`src/rtl/bch_encode_scheduler_pkg.sv`:
```
// Shared types and elaboration helpers for the BCH encode scheduler.
package bch_encode_scheduler_pkg;

    typedef enum logic [1:0] {
        ST_IDLE = 2'd0,
        ST_ARM  = 2'd1,
        ST_RUN  = 2'd2,
        ST_DONE = 2'd3
    } sched_state_e;

    // Ceiling log2, never below 1 so that single-bit fields stay legal.
    function automatic int clog2(input int value);
        int result;
        int rem;
        result = 32'sd0;
        rem    = value - 32'sd1;
        while (rem > 32'sd0) begin
            result = result + 32'sd1;
            rem    = rem / 32'sd2;
        end
        return (result < 32'sd1) ? 32'sd1 : result;
    endfunction

endpackage

```
`src/rtl/bch_rr_arbiter.sv`:
```
// Combinational round-robin search: first set request strictly after last_grant, with wrap.
module bch_rr_arbiter
    import bch_encode_scheduler_pkg::*;
#(
    parameter int  C_N_REQ = 4,
    localparam int ID_W    = clog2(C_N_REQ)
) (
    input  logic [C_N_REQ-1:0] req,
    input  logic [ID_W-1:0]    last_grant,
    output logic               grant_valid,
    output logic [ID_W-1:0]    grant_id
);

    // Walk offsets from farthest to nearest so the nearest set request wins.
    always_comb begin
        int idx;
        idx         = 32'sd0;
        grant_valid = 1'b0;
        grant_id    = {ID_W{1'b0}};
        for (int off = C_N_REQ; off >= 32'sd1; off--) begin
            idx = int'(last_grant) + off;
            if (idx >= C_N_REQ) begin
                idx = idx - C_N_REQ;
            end else begin
                idx = idx;
            end
            if (req[idx]) begin
                grant_valid = 1'b1;
                grant_id    = ID_W'(idx);
            end else begin
                grant_valid = grant_valid;
                grant_id    = grant_id;
            end
        end
    end

endmodule

```
`src/rtl/bch_encode_scheduler.sv`:
```
// Shares one BCH wrapper encoder among several requesters: arbitrates, sequences
// the wrapper enable/start, relocates its memory writes and returns ack/err.
module bch_encode_scheduler
    import bch_encode_scheduler_pkg::*;
#(
    parameter int  C_N_REQ         = 4,
    parameter int  C_DATA_W        = 4,
    parameter int  C_MEM_ADDR_SIZE = 10,
    parameter int  C_MEM_DATA_SIZE = 8,
    parameter int  C_BASE_ADDR     = 0,
    parameter int  C_SLOT_WORDS    = 4,
    parameter int  C_TIMEOUT       = 1023,
    localparam int ID_W            = clog2(C_N_REQ)
) (
    input  logic                          I_clk,
    input  logic                          I_rst_n,
    input  logic                          I_en,
    input  logic [C_N_REQ-1:0]            I_req,
    input  logic [C_N_REQ*C_DATA_W-1:0]   I_data,
    output logic [C_N_REQ-1:0]            O_ack,
    output logic                          O_err,
    output logic                          O_busy,
    output logic [ID_W-1:0]               O_grant_id,
    output logic                          O_enc_en,
    output logic                          O_enc_start,
    output logic [C_DATA_W-1:0]           O_enc_data,
    input  logic                          I_enc_ready,
    input  logic                          I_enc_wen,
    input  logic [C_MEM_ADDR_SIZE-1:0]    I_enc_waddr,
    input  logic [C_MEM_DATA_SIZE-1:0]    I_enc_wdata,
    output logic [C_MEM_ADDR_SIZE-1:0]    O_mem_waddr,
    output logic [C_MEM_DATA_SIZE-1:0]    O_mem_wdata,
    output logic                          O_wen
);

    localparam int                   TMO_W    = clog2(C_TIMEOUT + 1);
    localparam logic [TMO_W-1:0]     TMO_LAST = TMO_W'(C_TIMEOUT - 1);
    localparam logic [ID_W-1:0]      LAST_RST = ID_W'(C_N_REQ - 1);
    localparam logic [C_N_REQ-1:0]   ACK_ONE  = C_N_REQ'(32'd1);

    sched_state_e                  state_r;
    sched_state_e                  state_s;
    logic                          err_s;
    logic                          arm_cnt_r;
    logic [TMO_W-1:0]              tmo_cnt_r;
    logic [ID_W-1:0]               last_grant_r;
    logic [ID_W-1:0]               grant_id_r;
    logic [C_DATA_W-1:0]           enc_data_r;
    logic [C_N_REQ-1:0]            ack_r;
    logic                          err_r;
    logic                          busy_r;
    logic                          enc_en_r;
    logic                          enc_start_r;
    logic                          wen_r;
    logic [C_MEM_ADDR_SIZE-1:0]    waddr_r;
    logic [C_MEM_DATA_SIZE-1:0]    wdata_r;
    logic                          grant_valid_s;
    logic [ID_W-1:0]               arb_id_s;
    logic [C_DATA_W-1:0]           sel_data_s;
    logic [C_MEM_ADDR_SIZE-1:0]    reloc_addr_s;

    bch_rr_arbiter #(
        .C_N_REQ     (C_N_REQ)
    ) u_arbiter (
        .req         (I_req),
        .last_grant  (last_grant_r),
        .grant_valid (grant_valid_s),
        .grant_id    (arb_id_s)
    );

    // Select the data word of the requester the arbiter is offering.
    always_comb begin
        sel_data_s = {C_DATA_W{1'b0}};
        for (int i = 0; i < C_N_REQ; i++) begin
            if (ID_W'(i) == arb_id_s) begin
                sel_data_s = I_data[i*C_DATA_W +: C_DATA_W];
            end else begin
                sel_data_s = sel_data_s;
            end
        end
    end

    // Wrapper addresses start at 0; shift them into the granted requester's slot.
    assign reloc_addr_s = C_MEM_ADDR_SIZE'(C_BASE_ADDR)
                        + C_MEM_ADDR_SIZE'(grant_id_r) * C_MEM_ADDR_SIZE'(C_SLOT_WORDS)
                        + I_enc_waddr;

    // Next-state decode; ready takes precedence over the timeout in the same cycle.
    always_comb begin
        state_s = state_r;
        err_s   = 1'b0;
        case (state_r)
            ST_IDLE: begin
                if (grant_valid_s) state_s = ST_ARM;
                else               state_s = ST_IDLE;
            end
            ST_ARM: begin
                if (arm_cnt_r) state_s = ST_RUN;
                else           state_s = ST_ARM;
            end
            ST_RUN: begin
                if (I_enc_ready) begin
                    state_s = ST_DONE;
                    err_s   = 1'b0;
                end else if (tmo_cnt_r == TMO_LAST) begin
                    state_s = ST_DONE;
                    err_s   = 1'b1;
                end else begin
                    state_s = ST_RUN;
                    err_s   = 1'b0;
                end
            end
            ST_DONE: state_s = ST_IDLE;
            default: state_s = ST_IDLE;
        endcase
    end

    // State, counters, grant/data latch and the registered control outputs.
    always_ff @(posedge I_clk or negedge I_rst_n) begin
        if (!I_rst_n) begin
            state_r      <= ST_IDLE;
            arm_cnt_r    <= 1'b0;
            tmo_cnt_r    <= {TMO_W{1'b0}};
            last_grant_r <= LAST_RST;
            grant_id_r   <= {ID_W{1'b0}};
            enc_data_r   <= {C_DATA_W{1'b0}};
            ack_r        <= {C_N_REQ{1'b0}};
            err_r        <= 1'b0;
            busy_r       <= 1'b0;
            enc_en_r     <= 1'b0;
            enc_start_r  <= 1'b0;
        end else if (!I_en) begin
            // Abort without ack; last_grant survives so fairness is not reset.
            state_r      <= ST_IDLE;
            arm_cnt_r    <= 1'b0;
            tmo_cnt_r    <= {TMO_W{1'b0}};
            last_grant_r <= last_grant_r;
            grant_id_r   <= {ID_W{1'b0}};
            enc_data_r   <= {C_DATA_W{1'b0}};
            ack_r        <= {C_N_REQ{1'b0}};
            err_r        <= 1'b0;
            busy_r       <= 1'b0;
            enc_en_r     <= 1'b0;
            enc_start_r  <= 1'b0;
        end else begin
            state_r   <= state_s;
            arm_cnt_r <= (state_r == ST_ARM) && !arm_cnt_r;
            if ((state_r == ST_RUN) && (state_s == ST_RUN)) begin
                tmo_cnt_r <= tmo_cnt_r + TMO_W'(1'b1);
            end else begin
                tmo_cnt_r <= {TMO_W{1'b0}};
            end
            if ((state_r == ST_IDLE) && grant_valid_s) begin
                grant_id_r <= arb_id_s;
                enc_data_r <= sel_data_s;
            end else begin
                grant_id_r <= grant_id_r;
                enc_data_r <= enc_data_r;
            end
            if (state_r == ST_DONE) begin
                last_grant_r <= grant_id_r;
            end else begin
                last_grant_r <= last_grant_r;
            end
            enc_en_r    <= (state_s == ST_ARM) || (state_s == ST_RUN);
            enc_start_r <= (state_s == ST_RUN);
            busy_r      <= (state_s != ST_IDLE);
            ack_r       <= (state_s == ST_DONE) ? (ACK_ONE << grant_id_r) : {C_N_REQ{1'b0}};
            err_r       <= (state_s == ST_DONE) && err_s;
        end
    end

    // Helper-data write port: forwards wrapper writes only while the job is running.
    always_ff @(posedge I_clk or negedge I_rst_n) begin
        if (!I_rst_n) begin
            wen_r   <= 1'b0;
            waddr_r <= {C_MEM_ADDR_SIZE{1'b0}};
            wdata_r <= {C_MEM_DATA_SIZE{1'b0}};
        end else if (!I_en) begin
            wen_r   <= 1'b0;
            waddr_r <= {C_MEM_ADDR_SIZE{1'b0}};
            wdata_r <= {C_MEM_DATA_SIZE{1'b0}};
        end else begin
            wen_r   <= I_enc_wen && (state_r == ST_RUN);
            waddr_r <= reloc_addr_s;
            wdata_r <= I_enc_wdata;
        end
    end

    assign O_ack       = ack_r;
    assign O_err       = err_r;
    assign O_busy      = busy_r;
    assign O_grant_id  = grant_id_r;
    assign O_enc_en    = enc_en_r;
    assign O_enc_start = enc_start_r;
    assign O_enc_data  = enc_data_r;
    assign O_wen       = wen_r;
    assign O_mem_waddr = waddr_r;
    assign O_mem_wdata = wdata_r;

endmodule
```
`config.mk`:
```
export PLATFORM = sky130hd
export DESIGN_NAME = bch_encode_scheduler
export DESIGN_NICKNAME = d
export VERILOG_FILES = /design/src/rtl/bch_encode_scheduler_pkg.sv /design/src/rtl/bch_rr_arbiter.sv /design/src/rtl/bch_encode_scheduler.sv
export SDC_FILE = /design/constraint.sdc
export NUM_CORES = 1
export LEC_CHECK = 0
export CAP_MARGIN = 0
export CORE_MARGIN = 4
export CORE_UTILIZATION = 45
export CTS_CLUSTER_DIAMETER = 100
export DETAILED_ROUTE_END_ITERATION = 8
export PLACE_DENSITY = 0.79
export SLEW_MARGIN = 10
export SYNTH_ARGS = -nofsm -noshare
export SYNTH_HDL_FRONTEND = slang
export SYNTH_SLANG_ARGS = --single-unit
```
`constraint.sdc`:
```
create_clock -name I_clk -period 2.75 [get_ports I_clk]
set_input_delay 0.55 -clock I_clk [delete_from_list [all_inputs] [get_ports I_clk]]
set_output_delay 0.55 -clock I_clk [all_outputs]
set_load 0.01 [all_outputs]
```
==> flow_summary_export.csv <==
group,metric,value,unit
cts,cts-root-to-sink-buffers,2,
placed_design,count_of_input_and_output_buffers,75,
placed_design,placedCellCount,353,
setup_path,end_kind,"flop",
pwr,pwr_per_cell_area,477,nW/µm²
cells_and_area,finalNonFillerCells,360,
cells_and_area,design.final.nets,344,
cells_and_area,seq_area,1200,µm²
detailed_routing,detail_route.first_pass.iterations,4,
placed_design,dp.final_hpwl,3.81,mm
sta,fin_skew,0.00690,ns
setup_path,worst_path_slowest_cell,"clkdlybuf4s50_1",
cells_and_area,multi_input_comb_area,985,µm²
sta,timing.final.ws_setup,0.356,ns
cts,clkTransAtPathRegs,0.09,ns
sta,hold-worst-slack,0.159,ns
placed_design,dpl_worst_slack,0.0365,ns
pwr,static-leakage-power,1.39,nW
cts,clock_latency,0.29,ns
detailed_routing,dr.first_iter.drc_count,89,
setup_path,timing.critical_path.slowest_cell_delay,0.45,ns
synthesis,proportion_of_netlist_area_held_by_the_largest_area_contributor,51.2,%
sta,setup_repair_after_global_routing_missed_its_margin,"false",
setup_path,crit_path_start,"I_req[3]",
global_routing,via_count_of_the_first_global_routing_pass,1781,
detailed_routing,drt-total-wl,4.89,mm
synthesis,synthCells,208,
placed_design,place_area,3120,µm²
placed_design,gpl.final_weighted_congestion,0.819,
cts,clock-root-buffer,"clkbuf_8",
die,core,4790,µm²
setup_path,timing.setup.critical_path_class,"in -> reg",
cells_and_area,fillerInstances,415,
setup_path,reg2reg_setup_slack,0.70,ns
status,outcome,"completed",
global_routing,number_of_antenna_violations_at_the_first_check_in_global_routing,0,
synthesis,average_size_of_a_mapped_cell,10.8,µm²
setup_path,timing.critical_path.to,"tmo_cnt_r[7]$_DFF_PN0_",
global_routing,gr-total-overflow,0,
cts,post_cts.repair.setup_buffers,0,
cts,postCtsHoldBufs,0,
sta,worst_slew_pin_slew,0.565,ns
cells_and_area,antenna-diode-count,0,
detailed_routing,routed_vias_inst,5.08,
synthesis,yosysWarnings,0,
synthesis,synth_area_leader_cell,"dfrtp_1",
synthesis,syn_nets,259,
synthesis,yosys-top-cells-area,"dfrtp_1, and2_1, ha_1",
setup_path,critPathMaxFanout,10,
cells_and_area,drive_above_1_share,8.87,%
cts,cts_htree_levels,2,
setup_path,regToRegStartpoint,"state_r[0]$_DFF_PN0_",
setup_path,critPathArrivalTime,2.62,ns
cts,tritoncts_num_sinks,48,
sta,finalMaxSlewViolations,0,
synthesis,ys_ff_latch,48,
setup_path,required_time_at_the_worst_slack_endpoint,2.97,ns
sta,relSlewSlack,62.2,%
setup_path,worst-r2r-cell-count,8,
setup_path,worst_r2r_endpoint,"tmo_cnt_r[7]$_DFF_PN0_",
sta,max_freq,418,MHz
sta,final_report_hold_violation_count,0,
detailed_routing,drt_drc_violations_left,0,
worst_hold_path,worstHoldPathType,"in -> async",
detailed_routing,via_count,1827,
flow_run,max_cap_violations,0,
sta,min_period_over_period,87.1,%
synthesis,post_synth_instance_area,2250,µm²
cts,cts-resized-gates,0,
die,fp.dieW,78.7,µm
die,num_io_pins,76,
cells_and_area,layout-area-overhead-vs-synth,42.7,%
die,dieHeight,78.7,µm
die,floorplan.die_area,6190,µm²
synthesis,yosysSeqAreaShare,53.6,%
cts,tritoncts.num_buffers,5,
global_routing,grt_start_max_net_pins,33,
sta,fin_tns_setup,0,ns
die,placementRows,25,
die,initial_core_util,47.0,%
global_routing,grt_pass1_wl,8.01,mm
cells_and_area,layout.cell_area.non_filler,3210,µm²
sta,setup_violations,0,
pwr,maximum_vdd_drop,275,µV
sta,min_period,2.39,ns
cts,cts_tree,"built",
detailed_routing,drtAntennaViolNets,0,
setup_path,worst_setup_path_start_kind,"primary input",
global_routing,grt_usage,16.4,%
setup_path,crit_path_cell_trace,"clkdlybuf4s50_1, or2_4, o31a_1, a2111oi_4, ha_1, and2_1, nand2_1, a21oi_1",
detailed_routing,routedWlPerCell,13.6,µm
synthesis,synthDistinctLibCells,44,
synth_stat cells (all sizes together):
master / n
nand2: 10
fa: 1
o221ai: 4
nor2: 15
inv: 10
a21o: 2
xnor2: 4
dfstp: 2
nand3: 13
a2111oi: 1
and4: 1
o31a: 1
nor3b: 2
o311a: 4
and3: 4
or2: 1
o21ai: 14
o31ai: 1
and2: 21
xor2: 7
or3: 3
nand4: 1
dfrtp: 46
buf: 1
o211a: 1
a21oi: 5
a211oi: 2
nor2b: 3
clkbuf: 4
o21bai: 1
ha: 7
and2b: 2
nor3: 5
o22ai: 2
nor4: 1
mux2: 1
nand2b: 4
a21boi: 1
layout make-up:
type                       count  area share [%]
timing repair buffer          83            25.1
clock buffer                   6            2.58
sequential                    48            37.5
multi-input combinational    145            30.7
inverter                      10            1.17
clock inverter                 1           0.273
tap                           67            2.61
critical path, delay by kind of cell:
kind / cells / cell delay [ns]
AND/OR/NAND/NOR: 3 / 0.63
buffers and inverters: 1 / 0.45
AO/OA/AOI/OAI: 3 / 0.79
adder cells (fa/ha/maj): 1 / 0.19
where the power goes:
group	total, W	internal (W)	switching (W)
sequential	0.000774	0.000747	0.0000275
combinational	0.000329	0.000185	0.000144
clock	0.000426	0.000201	0.000225
total	0.00153	0.00113	0.000397
state kept, by name, summed over array words and instances, names as in the netlist, 2 cells and up:
| name | count |
|---|---|
| O_ack | 4 |
| O_enc_data | 4 |
| O_grant_id | 2 |
| O_mem_waddr | 10 |
| O_mem_wdata | 8 |
| last_grant_r | 2 |
| state_r | 2 |
| tmo_cnt_r | 10 |
placed cells by master (no fill, tap or decap), drive strengths merged, types with 2 or more instances in the layout:
| cell | netlist | final |
|---|---|---|
| o22ai | 2 | 2 |
| nor3b | 2 | 2 |
| nand3 | 13 | 13 |
| or3 | 3 | 3 |
| ha | 7 | 7 |
| nand2 | 10 | 10 |
| dfstp | 2 | 2 |
| nand2b | 4 | 4 |
| nor3 | 5 | 5 |
| o311a | 4 | 4 |
| and2b | 2 | 2 |
| a211oi | 2 | 2 |
| o221ai | 4 | 4 |
| and3 | 4 | 4 |
| inv | 10 | 10 |
| dfrtp | 46 | 46 |
| clkdlybuf4s50 | 0 | 74 |
| xnor2 | 4 | 4 |
| and2 | 21 | 21 |
| a21o | 2 | 2 |
| a21oi | 5 | 5 |
| o21ai | 14 | 14 |
| nor2b | 3 | 3 |
| xor2 | 7 | 7 |
| clkbuf | 4 | 6 |
| nor2 | 15 | 15 |
| buf | 1 | 9 |
worst min-delay path by stage:
stage,endpoint,slack [ns],cells past startpoint
6_report,O_mem_wdata[7]$_DFF_PN0_,0.16,1
5_1_grt,O_mem_wdata[1]$_DFF_PN0_,0.17,1
4_1_cts,O_mem_wdata[7]$_DFF_PN0_,0.16,1
3_5_place_dp,arm_cnt_r$_DFF_PN0_,0.46,1
3_3_place_gp,arm_cnt_r$_DFF_PN0_,0.45,1
2_1_floorplan,O_ack[0]$_DFF_PN0_,0.25,0
cells by family (layout without fill, tap and decap cells):
family,Yosys count,in the layout,synth area share [%]
and+or+nand+nor,86,86,21.1
DFF,48,48,53.6
AOI/OAI and AO/OA,39,39,13.1
buffers and inverters,15,100,2.62
xor gates and xnor gates,11,11,4.29
adders and majority gates,8,8,4.79
muxes,1,1,0.501
layer usage:
layer	global-route usage [%]	up-vias	routed length, µm
met1	19.6	885	2100
li1	-	883	-
met3	5.73	5	347
met4	3.15	0	38
met5	0	-	0
met2	28.5	54	2400
metrics by stage:
step | total power (W) | util, %
6_report | 0.00153 | 67.0
3_3_place_gp | 0.00111 | 65.1
2_1_floorplan | 0.000927 | -
4_1_cts | 0.00155 | 67.0
3_5_place_dp | 0.00112 | 65.1
5_1_grt | 0.00161 | 67.0
No activity file was read; power rests on OpenSTA's default activity.
